==> config.mk <==
export PLATFORM = sky130hd
export DESIGN_NAME = conv_window_scheduler_flat
export DESIGN_NICKNAME = d
export VERILOG_FILES = /design/src/rtl/conv_sched_pkg.sv /design/src/rtl/conv_window_scheduler_if.sv /design/src/rtl/conv_pos_counter.sv /design/src/rtl/conv_window_scheduler.sv /design/src/flat_wrapper.sv
export SDC_FILE = /design/constraint.sdc
export NUM_CORES = 1
export LEC_CHECK = 0
export BUFFER_PORTS_ARGS = -buffer_cell sky130_fd_sc_hd__buf_4
export CORE_ASPECT_RATIO = 1.1
export CORE_MARGIN = 4
export CORE_UTILIZATION = 53
export DETAILED_ROUTE_END_ITERATION = 12
export PLACE_DENSITY = 0.79
export SLEW_MARGIN = 20
export SYNTH_ARGS = -nofsm -noshare
export SYNTH_HDL_FRONTEND = slang
export SYNTH_SLANG_ARGS = --single-unit
==> constraint.sdc <==
create_clock -name clk -period 1.77 [get_ports clk]
set_clock_uncertainty 0.05 [all_clocks]
set_input_delay 0.0885 -clock clk [delete_from_list [all_inputs] [get_ports clk]]
set_output_delay 0.0885 -clock clk [all_outputs]
set_load 0.1 [all_outputs]
==> src/rtl/conv_sched_pkg.sv <==
// Shared types and elaboration-time helpers for the convolution window scheduler.
package conv_sched_pkg;

    typedef enum logic [2:0] {
        S_IDLE,
        S_ISSUE,
        S_WAIT,
        S_WRITE,
        S_DONE
    } state_t;

    // Number of valid window positions along one axis.
    function automatic int out_dim(input int in_dim, input int k_dim);
        return in_dim - k_dim + 1;
    endfunction

    // Accumulator width, identical to the data mover's derivation.
    function automatic int acc_width(input int m_bw, input int kh, input int kw);
        return m_bw + $clog2(kw * kh);
    endfunction

    function automatic int width_of(input int n);
        return (n > 1) ? $clog2(n) : 1;
    endfunction

endpackage

==> src/rtl/conv_window_scheduler_if.sv <==
// Launch/result handshake between the window scheduler (master) and the data mover (slave).
interface conv_window_scheduler_if #(
    parameter int AW    = 7,
    parameter int AC_BW = 21
);
    logic             o_mv_run;
    logic [AW-1:0]    o_mv_addr;
    logic             i_mv_valid;
    logic [AC_BW-1:0] i_mv_result;

    modport master (
        output o_mv_run,
        output o_mv_addr,
        input  i_mv_valid,
        input  i_mv_result
    );

    modport slave (
        input  o_mv_run,
        input  o_mv_addr,
        output i_mv_valid,
        output i_mv_result
    );
endinterface

==> src/rtl/conv_pos_counter.sv <==
// Row/column walker over the output map: keeps the window base address incrementally and the OFM index.
module conv_pos_counter
    import conv_sched_pkg::*;
#(
    parameter int IW = 8,
    parameter int OH = 4,
    parameter int OW = 4,
    parameter int AW = 7,
    parameter int OA = 4
) (
    input  logic          clk,
    input  logic          rst_n,
    input  logic          i_clear,
    input  logic [AW-1:0] i_base,
    input  logic          i_advance,
    output logic          o_last,
    output logic [AW-1:0] o_mv_addr,
    output logic [OA-1:0] o_ofm_addr
);

    localparam int RW = width_of(OH);
    localparam int CW = width_of(OW);

    logic [RW-1:0] row_q, row_d;
    logic [CW-1:0] col_q, col_d;
    logic [AW-1:0] row_base_q, row_base_d;
    logic [AW-1:0] mv_addr_q, mv_addr_d;
    logic [OA-1:0] ofm_addr_q, ofm_addr_d;
    logic          col_last;
    logic          row_last;

    assign col_last = (col_q == CW'(OW - 1));
    assign row_last = (row_q == RW'(OH - 1));

    // Address arithmetic wraps modulo 2^AW by construction.
    always_comb begin
        row_d      = row_q;
        col_d      = col_q;
        row_base_d = row_base_q;
        mv_addr_d  = mv_addr_q;
        ofm_addr_d = ofm_addr_q;
        if (i_clear) begin
            row_d      = '0;
            col_d      = '0;
            row_base_d = i_base;
            mv_addr_d  = i_base;
            ofm_addr_d = '0;
        end else if (i_advance) begin
            ofm_addr_d = ofm_addr_q + OA'(1);
            if (col_last) begin
                col_d      = '0;
                row_d      = row_q + RW'(1);
                row_base_d = row_base_q + AW'(IW);
                mv_addr_d  = row_base_q + AW'(IW);
            end else begin
                col_d     = col_q + CW'(1);
                mv_addr_d = mv_addr_q + AW'(1);
            end
        end
    end

    always_ff @(posedge clk or negedge rst_n) begin
        if (!rst_n) begin
            row_q      <= '0;
            col_q      <= '0;
            row_base_q <= '0;
            mv_addr_q  <= '0;
            ofm_addr_q <= '0;
        end else begin
            row_q      <= row_d;
            col_q      <= col_d;
            row_base_q <= row_base_d;
            mv_addr_q  <= mv_addr_d;
            ofm_addr_q <= ofm_addr_d;
        end
    end

    assign o_last     = row_last && col_last;
    assign o_mv_addr  = mv_addr_q;
    assign o_ofm_addr = ofm_addr_q;

endmodule

==> src/rtl/conv_window_scheduler.sv <==
// Walks every KHxKW window of an IHxIW plane, launches one data-mover pass per window
// and writes each returned result to the OFM buffer.
module conv_window_scheduler
    import conv_sched_pkg::*;
#(
    parameter int KH       = 5,
    parameter int KW       = 5,
    parameter int IH       = 8,
    parameter int IW       = 8,
    parameter int M_BW     = 16,
    parameter int AC_BW    = acc_width(M_BW, KH, KW),
    parameter int MEM_SIZE = 96,
    parameter int TIMEOUT  = 64,
    parameter int AW       = $clog2(MEM_SIZE),
    parameter int OH       = out_dim(IH, KH),
    parameter int OW       = out_dim(IW, KW),
    parameter int OA       = width_of(OH * OW)
) (
    input  logic                    clk,
    input  logic                    rst_n,
    input  logic                    i_run,
    input  logic [AW-1:0]           i_ifm_base,
    conv_window_scheduler_if.master mv,
    output logic                    o_ofm_we,
    output logic [OA-1:0]           o_ofm_addr,
    output logic [AC_BW-1:0]        o_ofm_data,
    output logic                    o_busy,
    output logic                    o_done,
    output logic                    o_err_timeout
);

    localparam int WCW = width_of(TIMEOUT);

    state_t             state_q, state_d;
    logic [WCW-1:0]     wait_q, wait_d;
    logic [AC_BW-1:0]   data_q, data_d;
    logic               err_q, err_d;
    logic               mv_run_q, mv_run_d;
    logic               we_q, we_d;
    logic               busy_q, busy_d;
    logic               done_q, done_d;
    logic               pos_clear;
    logic               pos_advance;
    logic               pos_last;
    logic [AW-1:0]      pos_mv_addr;
    logic [OA-1:0]      pos_ofm_addr;

    conv_pos_counter #(
        .IW (IW),
        .OH (OH),
        .OW (OW),
        .AW (AW),
        .OA (OA)
    ) u_pos (
        .clk        (clk),
        .rst_n      (rst_n),
        .i_clear    (pos_clear),
        .i_base     (i_ifm_base),
        .i_advance  (pos_advance),
        .o_last     (pos_last),
        .o_mv_addr  (pos_mv_addr),
        .o_ofm_addr (pos_ofm_addr)
    );

    always_comb begin
        state_d     = state_q;
        wait_d      = wait_q;
        data_d      = data_q;
        err_d       = err_q;
        pos_clear   = 1'b0;
        pos_advance = 1'b0;
        case (state_q)
            S_IDLE: begin
                if (i_run) begin
                    pos_clear = 1'b1;
                    err_d     = 1'b0;
                    state_d   = S_ISSUE;
                end
            end
            S_ISSUE: begin
                wait_d  = '0;
                state_d = S_WAIT;
            end
            // A result arriving on the last allowed cycle still wins over the abort.
            S_WAIT: begin
                wait_d = wait_q + WCW'(1);
                if (mv.i_mv_valid) begin
                    data_d  = mv.i_mv_result;
                    state_d = S_WRITE;
                end else if (wait_q == WCW'(TIMEOUT - 1)) begin
                    err_d   = 1'b1;
                    state_d = S_DONE;
                end
            end
            S_WRITE: begin
                pos_advance = 1'b1;
                state_d     = pos_last ? S_DONE : S_ISSUE;
            end
            S_DONE: begin
                state_d = S_IDLE;
            end
            default: begin
                state_d = S_IDLE;
            end
        endcase

        // Strobes are registered from the next state so outputs never see inputs combinationally.
        mv_run_d = (state_d == S_ISSUE);
        we_d     = (state_d == S_WRITE);
        done_d   = (state_d == S_DONE);
        busy_d   = (state_d != S_IDLE);
    end

    always_ff @(posedge clk or negedge rst_n) begin
        if (!rst_n) begin
            state_q  <= S_IDLE;
            wait_q   <= '0;
            data_q   <= '0;
            err_q    <= 1'b0;
            mv_run_q <= 1'b0;
            we_q     <= 1'b0;
            busy_q   <= 1'b0;
            done_q   <= 1'b0;
        end else begin
            state_q  <= state_d;
            wait_q   <= wait_d;
            data_q   <= data_d;
            err_q    <= err_d;
            mv_run_q <= mv_run_d;
            we_q     <= we_d;
            busy_q   <= busy_d;
            done_q   <= done_d;
        end
    end

    assign mv.o_mv_run   = mv_run_q;
    assign mv.o_mv_addr  = pos_mv_addr;
    assign o_ofm_we      = we_q;
    assign o_ofm_addr    = pos_ofm_addr;
    assign o_ofm_data    = data_q;
    assign o_busy        = busy_q;
    assign o_done        = done_q;
    assign o_err_timeout = err_q;

endmodule

==> src/flat_wrapper.sv <==
// flat-port wrapper written by rule: the top's interface ports become plain ports
module conv_window_scheduler_flat import conv_sched_pkg::*;
#(
    parameter int KH       = 5,
    parameter int KW       = 5,
    parameter int IH       = 8,
    parameter int IW       = 8,
    parameter int M_BW     = 16,
    parameter int AC_BW    = acc_width(M_BW, KH, KW),
    parameter int MEM_SIZE = 96,
    parameter int TIMEOUT  = 64,
    parameter int AW       = $clog2(MEM_SIZE),
    parameter int OH       = out_dim(IH, KH),
    parameter int OW       = out_dim(IW, KW),
    parameter int OA       = width_of(OH * OW)
)
  (clk, rst_n, i_run, i_ifm_base, o_ofm_we, o_ofm_addr, o_ofm_data, o_busy, o_done, o_err_timeout, mv_o_mv_run, mv_o_mv_addr, mv_i_mv_valid, mv_i_mv_result);
  conv_window_scheduler_if #(.AW(AW), .AC_BW(AC_BW)) mv_i ();
  input  logic clk;
  input  logic rst_n;
  input  logic i_run;
  input  logic [AW-1:0] i_ifm_base;
  output logic o_ofm_we;
  output logic [OA-1:0] o_ofm_addr;
  output logic [AC_BW-1:0] o_ofm_data;
  output logic o_busy;
  output logic o_done;
  output logic o_err_timeout;
  output wire logic [$bits(mv_i.o_mv_run)-1:0] mv_o_mv_run;
  output wire logic [$bits(mv_i.o_mv_addr)-1:0] mv_o_mv_addr;
  input wire logic [$bits(mv_i.i_mv_valid)-1:0] mv_i_mv_valid;
  input wire logic [$bits(mv_i.i_mv_result)-1:0] mv_i_mv_result;
  assign mv_o_mv_run = mv_i.o_mv_run;
  assign mv_o_mv_addr = mv_i.o_mv_addr;
  assign mv_i.i_mv_valid = mv_i_mv_valid;
  assign mv_i.i_mv_result = mv_i_mv_result;
  conv_window_scheduler #(.KH(KH), .KW(KW), .IH(IH), .IW(IW), .M_BW(M_BW), .AC_BW(AC_BW), .MEM_SIZE(MEM_SIZE), .TIMEOUT(TIMEOUT), .AW(AW), .OH(OH), .OW(OW), .OA(OA)) u_core (.clk(clk), .rst_n(rst_n), .i_run(i_run), .i_ifm_base(i_ifm_base), .mv(mv_i), .o_ofm_we(o_ofm_we), .o_ofm_addr(o_ofm_addr), .o_ofm_data(o_ofm_data), .o_busy(o_busy), .o_done(o_done), .o_err_timeout(o_err_timeout));
endmodule
# Yosys cells after proc, flatten, opt, wreduce, memory -nomap -nowiden
# Index checks and enable logic that the tools add are counted.
# word_totals
register_bits,57
in_bits,32
out_inout_bits,37
word_cells,68
# op_classes
addsub,6
n_eq_ne,12
mux,27
reduce_logical,10
# ops
cell,count
$mux 7,6
$mux 2,6
$mux 3,4
$pmux 3 s4,1
$pmux 6 s2,1
$eq 3x2->1 const B,3
$mux 4,2
$reduce_bool 2->1,4
$add 7x1->7 const B,1
$add 7x4->7 const B,1
$add 6x1->6 const B,1
$eq 3x1->1 const B,2
$eq 6x6->1 const B,1
$mux 1,6
$add 2x1->2 const B,2
$add 4x1->4 const B,1
$eq 2x2->1 const B,2
$ne 2x2->1 const B,2
$reduce_and 2->1,2
$reduce_and 4->1,1
$eq 3x3->1 const B,1
$logic_not 3->1,1
$reduce_bool 3->1,1
$ne 2x1->1 const B,1
other kinds (2),2

# Depth between registers and ports, before layout
# Gate-level depths: netlist (run 1).
# depth
ltp_word,5
depth_mapped,6
mapped_depth_nobuf,5

# Hierarchy
# Synthesis (run 1) repeated with hierarchy kept, for this count alone.
# unflattened
cells_unflattened,238
hier_area_um2,2720.1
# by_module_without_submodules
module,n_inst,cells_per_inst,area_each_um2,seq_area_each_um2
conv_window_scheduler,1,118,1536.5,875.8
conv_pos_counter,1,120,1183.6,550.5

# Least setup slack after synthesis (run 1)
# Ideal clock, no wire load.
# synth_timing
path_type,reg-to-reg
from,"reg u_core.u_pos.mv_addr_q[0], in the netlist u_core.u_pos.o_mv_addr[0]"
to,"reg u_core.u_pos.mv_addr_q[6], in the netlist u_core.u_pos.o_mv_addr[6]"
setup_time_ns,0.104
arrival_ns,1.852
t_required_ns,1.616
setup_slack_ns,-0.236
stages_incl_launch_ff,6
n_path_buf,0
synth_period_minus_slack_ns,2.006
cell_sequence,dfrtp_1 ha_1 nand3_1 nor2_1 xnor2_1 a221oi_1
# synth_between
elab_chain_len,4
# synth_lines
element,line,source
from (decl),conv_pos_counter.sv:27,"logic [AW-1:0] mv_addr_q, mv_addr_d;"
from (signal assigned),conv_pos_counter.sv:73,mv_addr_q <= mv_addr_d;
$add 7x1->7,conv_pos_counter.sv:57,mv_addr_d = mv_addr_q + AW'(1);
$mux 7,conv_pos_counter.sv:50,if (col_last) begin
$mux 7,conv_pos_counter.sv:48,end else if (i_advance) begin
$mux 7,conv_pos_counter.sv:42,if (i_clear) begin
# Every way passes these cells. The select of a mux whose other input is x is not followed.
# A chain may end at the register's enable or synchronous reset.

# Worst setup path in the final report (run 1)
# layout_timing
from,reg u_core.wait_q[0]
to,"reg u_core.done_q, in the netlist u_core.o_done"
# layout_between
elab_chain_len,5
# layout_lines
element,line,source
from (decl),conv_window_scheduler.sv:35,"logic [WCW-1:0] wait_q, wait_d;"
from (signal assigned),conv_window_scheduler.sv:126,wait_q <= wait_d;
$eq 6x6->1,conv_window_scheduler.sv:90,end else if (wait_q == WCW'(TIMEOUT - 1)) begin
$mux 3,conv_window_scheduler.sv:90,
$mux 3,conv_window_scheduler.sv:87,if (mv.i_mv_valid) begin
$pmux 3 s4,conv_window_scheduler.sv:72,case (state_q)
$eq 3x3->1,conv_window_scheduler.sv:110,done_d = (state_d == S_DONE);
named net u_core.done_d,conv_window_scheduler.sv:41,"logic done_q, done_d;"
to (signal assigned),conv_window_scheduler.sv:132,done_q <= done_d;
to (decl),conv_window_scheduler.sv:41,
# The timed path passes the listed nets, and every way through them passes these cells.

==> impl_metrics.tcl, run 1 <==
set metrics [dict create \
    multiInputGateArea_sq_um 1270 \
    final-instance-count-excl-fill 440 \
    clock_insertion_delay_worst_skew_ps 330 \
    first_pass_grt_wire_length_um 11500 \
    yosys.area_share.adder 0.0265 \
    post_route_cells_drive_above_1_share 0.348 \
    portbufs 68 \
    final.fill_count 329 \
    clk_pin_slew_ps 60 \
    totalWireLength_um 6720 \
    floorplan_die_area_sq_um 6580 \
    final_net_count 402 \
    critPathRequiredTime_ps 1980 \
    ctsLongestPathBuffers 2 \
    reg2reg_slack_ps 140 \
    grt_most_used_layer "met2" \
    synth-edff-count 0 \
    syn_nets 296 \
    maxSlewViolCount 0 \
    synth_simple_gate_area_share 0.149 \
    dp.final_hpwl_um 4280 \
    final.min_clock_period_ps 1630 \
    timing.rr.start "u_core.wait_q[0]" \
    r2r.worst_path.cells 5 \
    hold_class "in2reg" \
    global_route.usage.total 0.224 \
    post_drt_wl_per_cell_um 15.3 \
    grt_start_max_net_pins 58 \
    gp_congestion 0.805 \
    i_o_pins 69 \
    grt_pass1_vias 2358 \
    synth.largest_area_cell "sky130_fd_sc_hd__dfrtp_1" \
    die_ht_um 84.7 \
    synth_cells 258 \
    grt.met3_usage 0.0515 \
    synth_cell_type_count 46 \
    drc 0 \
    dr.pass1.iters 4 \
    synth_area_sq_um 2840 \
    criticalPathCategory "reg2reg" \
    cp-start-kind "register" \
    detail-route-antenna-nets 0 \
    biggest_fanout_along_the_worst_timing_path 4 \
    synthMuxAreaShare 0.122 \
    clockRootBuffer "sky130_fd_sc_hd__clkbuf_8" \
    ys_seq_elements 57 \
    setup_violations 0 \
    yosys.area.top_type_share 0.503 \
    dp.cells 395 \
    whs_endpoint "u_core.o_err_timeout" \
    vias 2311 \
    r2r-end "u_core.o_done" \
    placeableCoreArea_sq_um 5100 \
    unrepaired_setup_endpoints_after_global_routing "no" \
    portion_of_the_clock_cycle_consumed_by_the_worst_path_in_the_final_layout 0.919 \
    setup_total_negative_slack_ps 0 \
    synth_top_family_by_area "simple AND/OR/NAND/NOR gates" \
    syn-mean-instance-area_sq_um 11.0 \
    post_synth_xor_area_fraction 0.0340 \
    grt_antenna_before_repair 0 \
    floorplan.initialDensity 0.556 \
    grt_util_met2 0.341 \
    ys_warn_count 0 \
    timing_hold_violations_final 0 \
    tritoncts.num_buffers 9 \
    ys_top_cells_by_area "sky130_fd_sc_hd__dfrtp_1 (50%), sky130_fd_sc_hd__mux2_4 (9.5%), sky130_fd_sc_hd__nand2_1 (4.0%)" \
    tritoncts "done" \
    postCtsSetupRepairBufs 0 \
    grtUsageMet1 0.296 \
    async_set_or_reset_register_ratio_after_synthesis 1.00 \
    viasPerCell 5.25 \
    die_width_um 77.7 \
    synth_flop_cell "sky130_fd_sc_hd__dfrtp_1" \
    type_of_element_capturing_the_critical_path "register" \
    achievable-frequency_ghz 0.614 \
    run_status "complete, no violations" \
    synth_sequential_area_ratio 0.503 \
    std_cell_rows 27 \
    hp-start "mv_i_mv_valid" \
    cp_data_arrival_time_ps 1840 \
    cap_viol_max_count 0 \
    worst-slew-pin-transition_ps 692 \
    worst_slew_margin_rel 0.539 \
    htree_num_levels 3 \
    antennaDiodeCount 0 \
    grt_remaining_overflow 0 \
    initialDrtViolationCount 119 \
    area.growth.synth_to_final_pct 38.4 \
    min_path_cells 4 \
    clock-sinks 57 \
    synth_area_in_compound_gates 0.117 \
    sequential_cell_area_sq_um 1430 \
]
## worst max-delay path by stage
stage,start,end,cells past startpoint
finish,u_core.wait_q[0],u_core.o_done,5
global route,u_core.wait_q[0],u_core.o_done,5
CTS,u_core.state_q[1],u_core.u_pos.o_mv_addr[5],5
detailed placement,u_core.state_q[0],u_core.o_ofm_data[0],3
global placement,u_core.state_q[0],u_core.o_ofm_data[2],3
floorplan,u_core.u_pos.o_mv_addr[4],u_core.u_pos.o_mv_addr[5],4
## critical path, stage by stage, from the launching register on
cell and delay (ps):
sky130_fd_sc_hd__dfrtp_1 400, sky130_fd_sc_hd__ha_1 210, sky130_fd_sc_hd__nand3_1 150, sky130_fd_sc_hd__or3_1 410, sky130_fd_sc_hd__o21ai_1 190, sky130_fd_sc_hd__and2_1 150
## state kept, by name (all words and copies together), names as in the netlist, 2 cells and up
signal and count:
u_core.state_q 3, u_core.u_pos.row_q 2, u_core.o_ofm_data 21, u_core.u_pos.col_q 2, u_core.u_pos.o_ofm_addr 4, u_core.u_pos.o_mv_addr 7, u_core.wait_q 6, u_core.u_pos.row_base_q 7
## cells in the mapped netlist (all sizes together) (3+ instances only)
cell type   n
xnor2       7
o21a        3
o21ai      24
nand3       9
mux2i       3
dfrtp      57
nand2      30
mux2       22
and2        3
nor2       15
xor2        4
inv         6
a21oi      16
buf        15
ha          6
nor3        6
## layout make-up
| class | count | area share |
|---|---|---|
| clock buffer | 12 | 0.0395 |
| multi-input combinational | 179 | 0.325 |
| clock inverter | 3 | 0.0102 |
| inverter | 6 | 0.00574 |
| timing repair buffer | 111 | 0.232 |
| tap | 72 | 0.0230 |
| sequential | 57 | 0.365 |
## metrics by stage
step / hold WS, ps / instance area (sq um) / worst slack [ps] / utilization
floorplan: -257 / 2840 / 73.9 / -
global placement: 141 / 3430 / 185 / 0.672
detailed placement: 138 / 3430 / 166 / 0.672
CTS: 53.1 / 3920 / 126 / 0.769
global route: 118 / 3920 / 56.9 / 0.769
finish: 72.4 / 3920 / 143 / 0.769
## cell usage in the layout, fill, tap and decap left out, types with 6 or more instances in the layout
cell                            synthesis  routed
sky130_fd_sc_hd__nand3_1                9       9
sky130_fd_sc_hd__xnor2_1                7       7
sky130_fd_sc_hd__dfrtp_1               57      52
sky130_fd_sc_hd__o21ai_0               22      22
sky130_fd_sc_hd__mux2_4                18      18
sky130_fd_sc_hd__inv_1                  6       6
sky130_fd_sc_hd__dlygate4sd3_1          0      30
sky130_fd_sc_hd__nand2_1               30      30
sky130_fd_sc_hd__clkbuf_8               0      11
sky130_fd_sc_hd__ha_1                   6       6
sky130_fd_sc_hd__nor2_1                14      14
sky130_fd_sc_hd__buf_4                  0      81
sky130_fd_sc_hd__a21oi_1               16      16
## per-layer routing
layer	part of all wire	routed length, um
met5	0	0
met2	0.46	3110
met4	0.020	136
met3	0.069	466
met1	0.45	3010
## kinds of logic after synthesis
logic type	count (synthesis)
flip-flops	57
buffers and inverters	22
XOR/XNOR	11
multiplexers	25
AO/OA/AOI/OAI	57
AND/OR/NAND/NOR	80
adder cells (fa/ha/maj)	6
## timing repair
item | in CTS | in global routing
hold endpoints to repair | 91 | 0
endpoints found under the setup margin | 0 | 1
gates resized for setup | 0 | 1
hold buffers | 30 | 0
Power of run 1 is not shown: default switching activity piles up to over one toggle a cycle in this logic, so the estimate is an artifact.
==> run 2, diff against run 1 <==
--- a/config.mk
+++ b/config.mk
@@ -11,6 +11,7 @@
 export CORE_UTILIZATION = 53
 export DETAILED_ROUTE_END_ITERATION = 12
 export PLACE_DENSITY = 0.79
+export REMOVE_ABC_BUFFERS = 1
 export SLEW_MARGIN = 20
 export SYNTH_ARGS = -nofsm -noshare
 export SYNTH_HDL_FRONTEND = slang
==> run 2 against run 1 <==
Net effect: first-iteration DRC count rose by 25%; fmax fell by 0.27%; count of clock-buffer cells in the layout stayed put; largest cell class unchanged; final cell count shrank 0.45%; critical path type unchanged; register-to-register slack barely moved; flip-flop and latch count stayed put; utilization increased by 0.56 points; non-clock buffer count down 3; design area rose by 0.73%; global-route usage up 1.3 points; sequential share of layout area shrank 0.42 points.
==> impl_metrics.tcl, run 2 (synthesis results as in run 1) <==
set metrics [dict create \
    grt_antenna_before_repair 0 \
    final_net_count 399 \
    placeableCoreArea_sq_um 5100 \
    reg2reg_slack_ps 140 \
    hold_class "in2reg" \
    i_o_pins 69 \
    type_of_element_capturing_the_critical_path "register" \
    portbufs 68 \
    final.min_clock_period_ps 1630 \
    layout_common_cells "sky130_fd_sc_hd__buf_4 (77), sky130_fd_sc_hd__dfrtp_1 (57), sky130_fd_sc_hd__nand2_1 (30)" \
    postCtsSetupRepairBufs 0 \
    std_cell_rows 27 \
    cell_with_the_largest_stage_delay_on_the_worst_path "sky130_fd_sc_hd__dfrtp_1" \
    cp_data_arrival_time_ps 1790 \
    worst_slew_margin_rel 0.529 \
    floorplan.initialDensity 0.556 \
    grt_util_met2 0.434 \
    setup_violations 0 \
    post_route_cells_drive_above_1_share 0.333 \
    portion_of_the_clock_cycle_consumed_by_the_worst_path_in_the_final_layout 0.922 \
    first_pass_grt_wire_length_um 12100 \
    clock-sinks 57 \
    drc 0 \
    setup_total_negative_slack_ps 0 \
    grt.met3_usage 0.0429 \
    grt_start_max_net_pins 58 \
    vias 2358 \
    global_route.usage.total 0.237 \
    path_cells "nor2_4 > and3_4 > buf_12 > mux2_4" \
    detail-route-antenna-nets 0 \
    cp-start-kind "register" \
    timing.rr.start "u_core.state_q[0]" \
    antennaDiodeCount 0 \
    tritoncts "done" \
    floorplan_die_area_sq_um 6580 \
    ctsLongestPathBuffers 2 \
    gp_congestion 0.808 \
    grt_remaining_overflow 0 \
    timing_hold_violations_final 0 \
    criticalPathCategory "reg2reg" \
    totalWireLength_um 7280 \
    grt_pass1_vias 2372 \
    cts_resized 0 \
    mostFrequentLayoutCell "sky130_fd_sc_hd__buf_4" \
    min_path_cells 3 \
    r2r-end "u_core.o_ofm_data[15]" \
    critPathRequiredTime_ps 1930 \
    clock_insertion_delay_worst_skew_ps 330 \
    dr.pass1.iters 4 \
    grtUsageMet1 0.282 \
    largest_register_ff_count 21 \
    tritoncts.num_buffers 9 \
    post-place-ws_ps 167 \
    unrepaired_setup_endpoints_after_global_routing "no" \
    area.growth.synth_to_final_pct 39.4 \
    achievable-frequency_ghz 0.613 \
    hp-start "i_run" \
    cp.buffers_inverters 1 \
    htree_num_levels 3 \
    clockRootBuffer "sky130_fd_sc_hd__clkbuf_8" \
    run_status "complete, no violations" \
    biggest_fanout_along_the_worst_timing_path 15 \
    initialDrtViolationCount 149 \
    post_drt_wl_per_cell_um 16.6 \
    worst-slew-pin-transition_ps 707 \
    worst_path_largest_cell_delay_ps 510 \
    r2r.worst_path.cells 4 \
    viasPerCell 5.38 \
    cap_viol_max_count 0 \
    maxSlewViolCount 0 \
    grt_most_used_layer "met2" \
    dp.final_hpwl_um 4470 \
    cpLargestDelayFamily "flip-flops" \
    final_critical_path_setup_slack_ps 138 \
    whs_endpoint "u_core.o_busy" \
    die_ht_um 84.7 \
    clk_pin_slew_ps 70 \
    die_width_um 77.7 \
]
[run 2: cell types whose count changed in the layout (fill, tap and decap cells not counted), sizes merged]
cell | before | now
buf | 81 | 79
clkinv | 2 | 0
clkinvlp | 0 | 2
bufinv | 1 | 2
dlygate4sd3 | 30 | 29
[run 2: worst max-delay path by stage]
| stage | endpoint | cells after the start | slack [ps] | from |
|---|---|---|---|---|
| finish | u_core.o_ofm_data[15] | 4 | 140 | u_core.state_q[0] |
| detailed placement | u_core.o_ofm_data[15] | 4 | 170 | u_core.state_q[0] |
| CTS | u_core.o_ofm_data[15] | 4 | 150 | u_core.state_q[0] |
| global route | u_core.o_ofm_data[11] | 4 | 90 | u_core.state_q[0] |
| global placement | u_core.o_ofm_data[17] | 4 | 210 | u_core.state_q[0] |
| floorplan | u_core.u_pos.o_mv_addr[0] | 2 | -420 | u_core.state_q[0] |
[run 2: per-stage QoR]
step / std cells / hold slack, ps / utilization / instance area, sq um
final: 438 / 48.4 / 0.775 / 3950
after global routing: 438 / 55.8 / 0.775 / 3950
after CTS: 438 / 48.9 / 0.775 / 3950
after detailed placement: 393 / 137 / 0.673 / 3430
after global placement: 393 / 134 / 0.673 / 3430
after floorplan: 242 / -257 / - / 2720
[run 2: worst min-delay path: stages]
cell	delay (ps)
sky130_fd_sc_hd__buf_4	110
sky130_fd_sc_hd__nor3_1	50
sky130_fd_sc_hd__nor2_1	120
[run 2: timing repair]
item,CTS,global route
hold buffers,29,0
endpoints found under the setup margin,0,0
endpoints found under the hold margin,90,0
[run 2: final cells by class]
type                    instances  area (sq um)
inverters                       6          22.5
well taps                      72          90.1
clock inverters                 4          75.1
fillers                       327          1150
flip-flops and latches         57          1430
repair buffers                108           908
clock buffers                  12           155
multi-input cells             179          1270
[run 2: metal layers]
metal	up-vias	wire (um)
met5	-	0
met3	5	420
met4	0	35
met1	1147	2940
li1	1119	-
met2	87	3880
Power of run 2 is left out for the same reason.
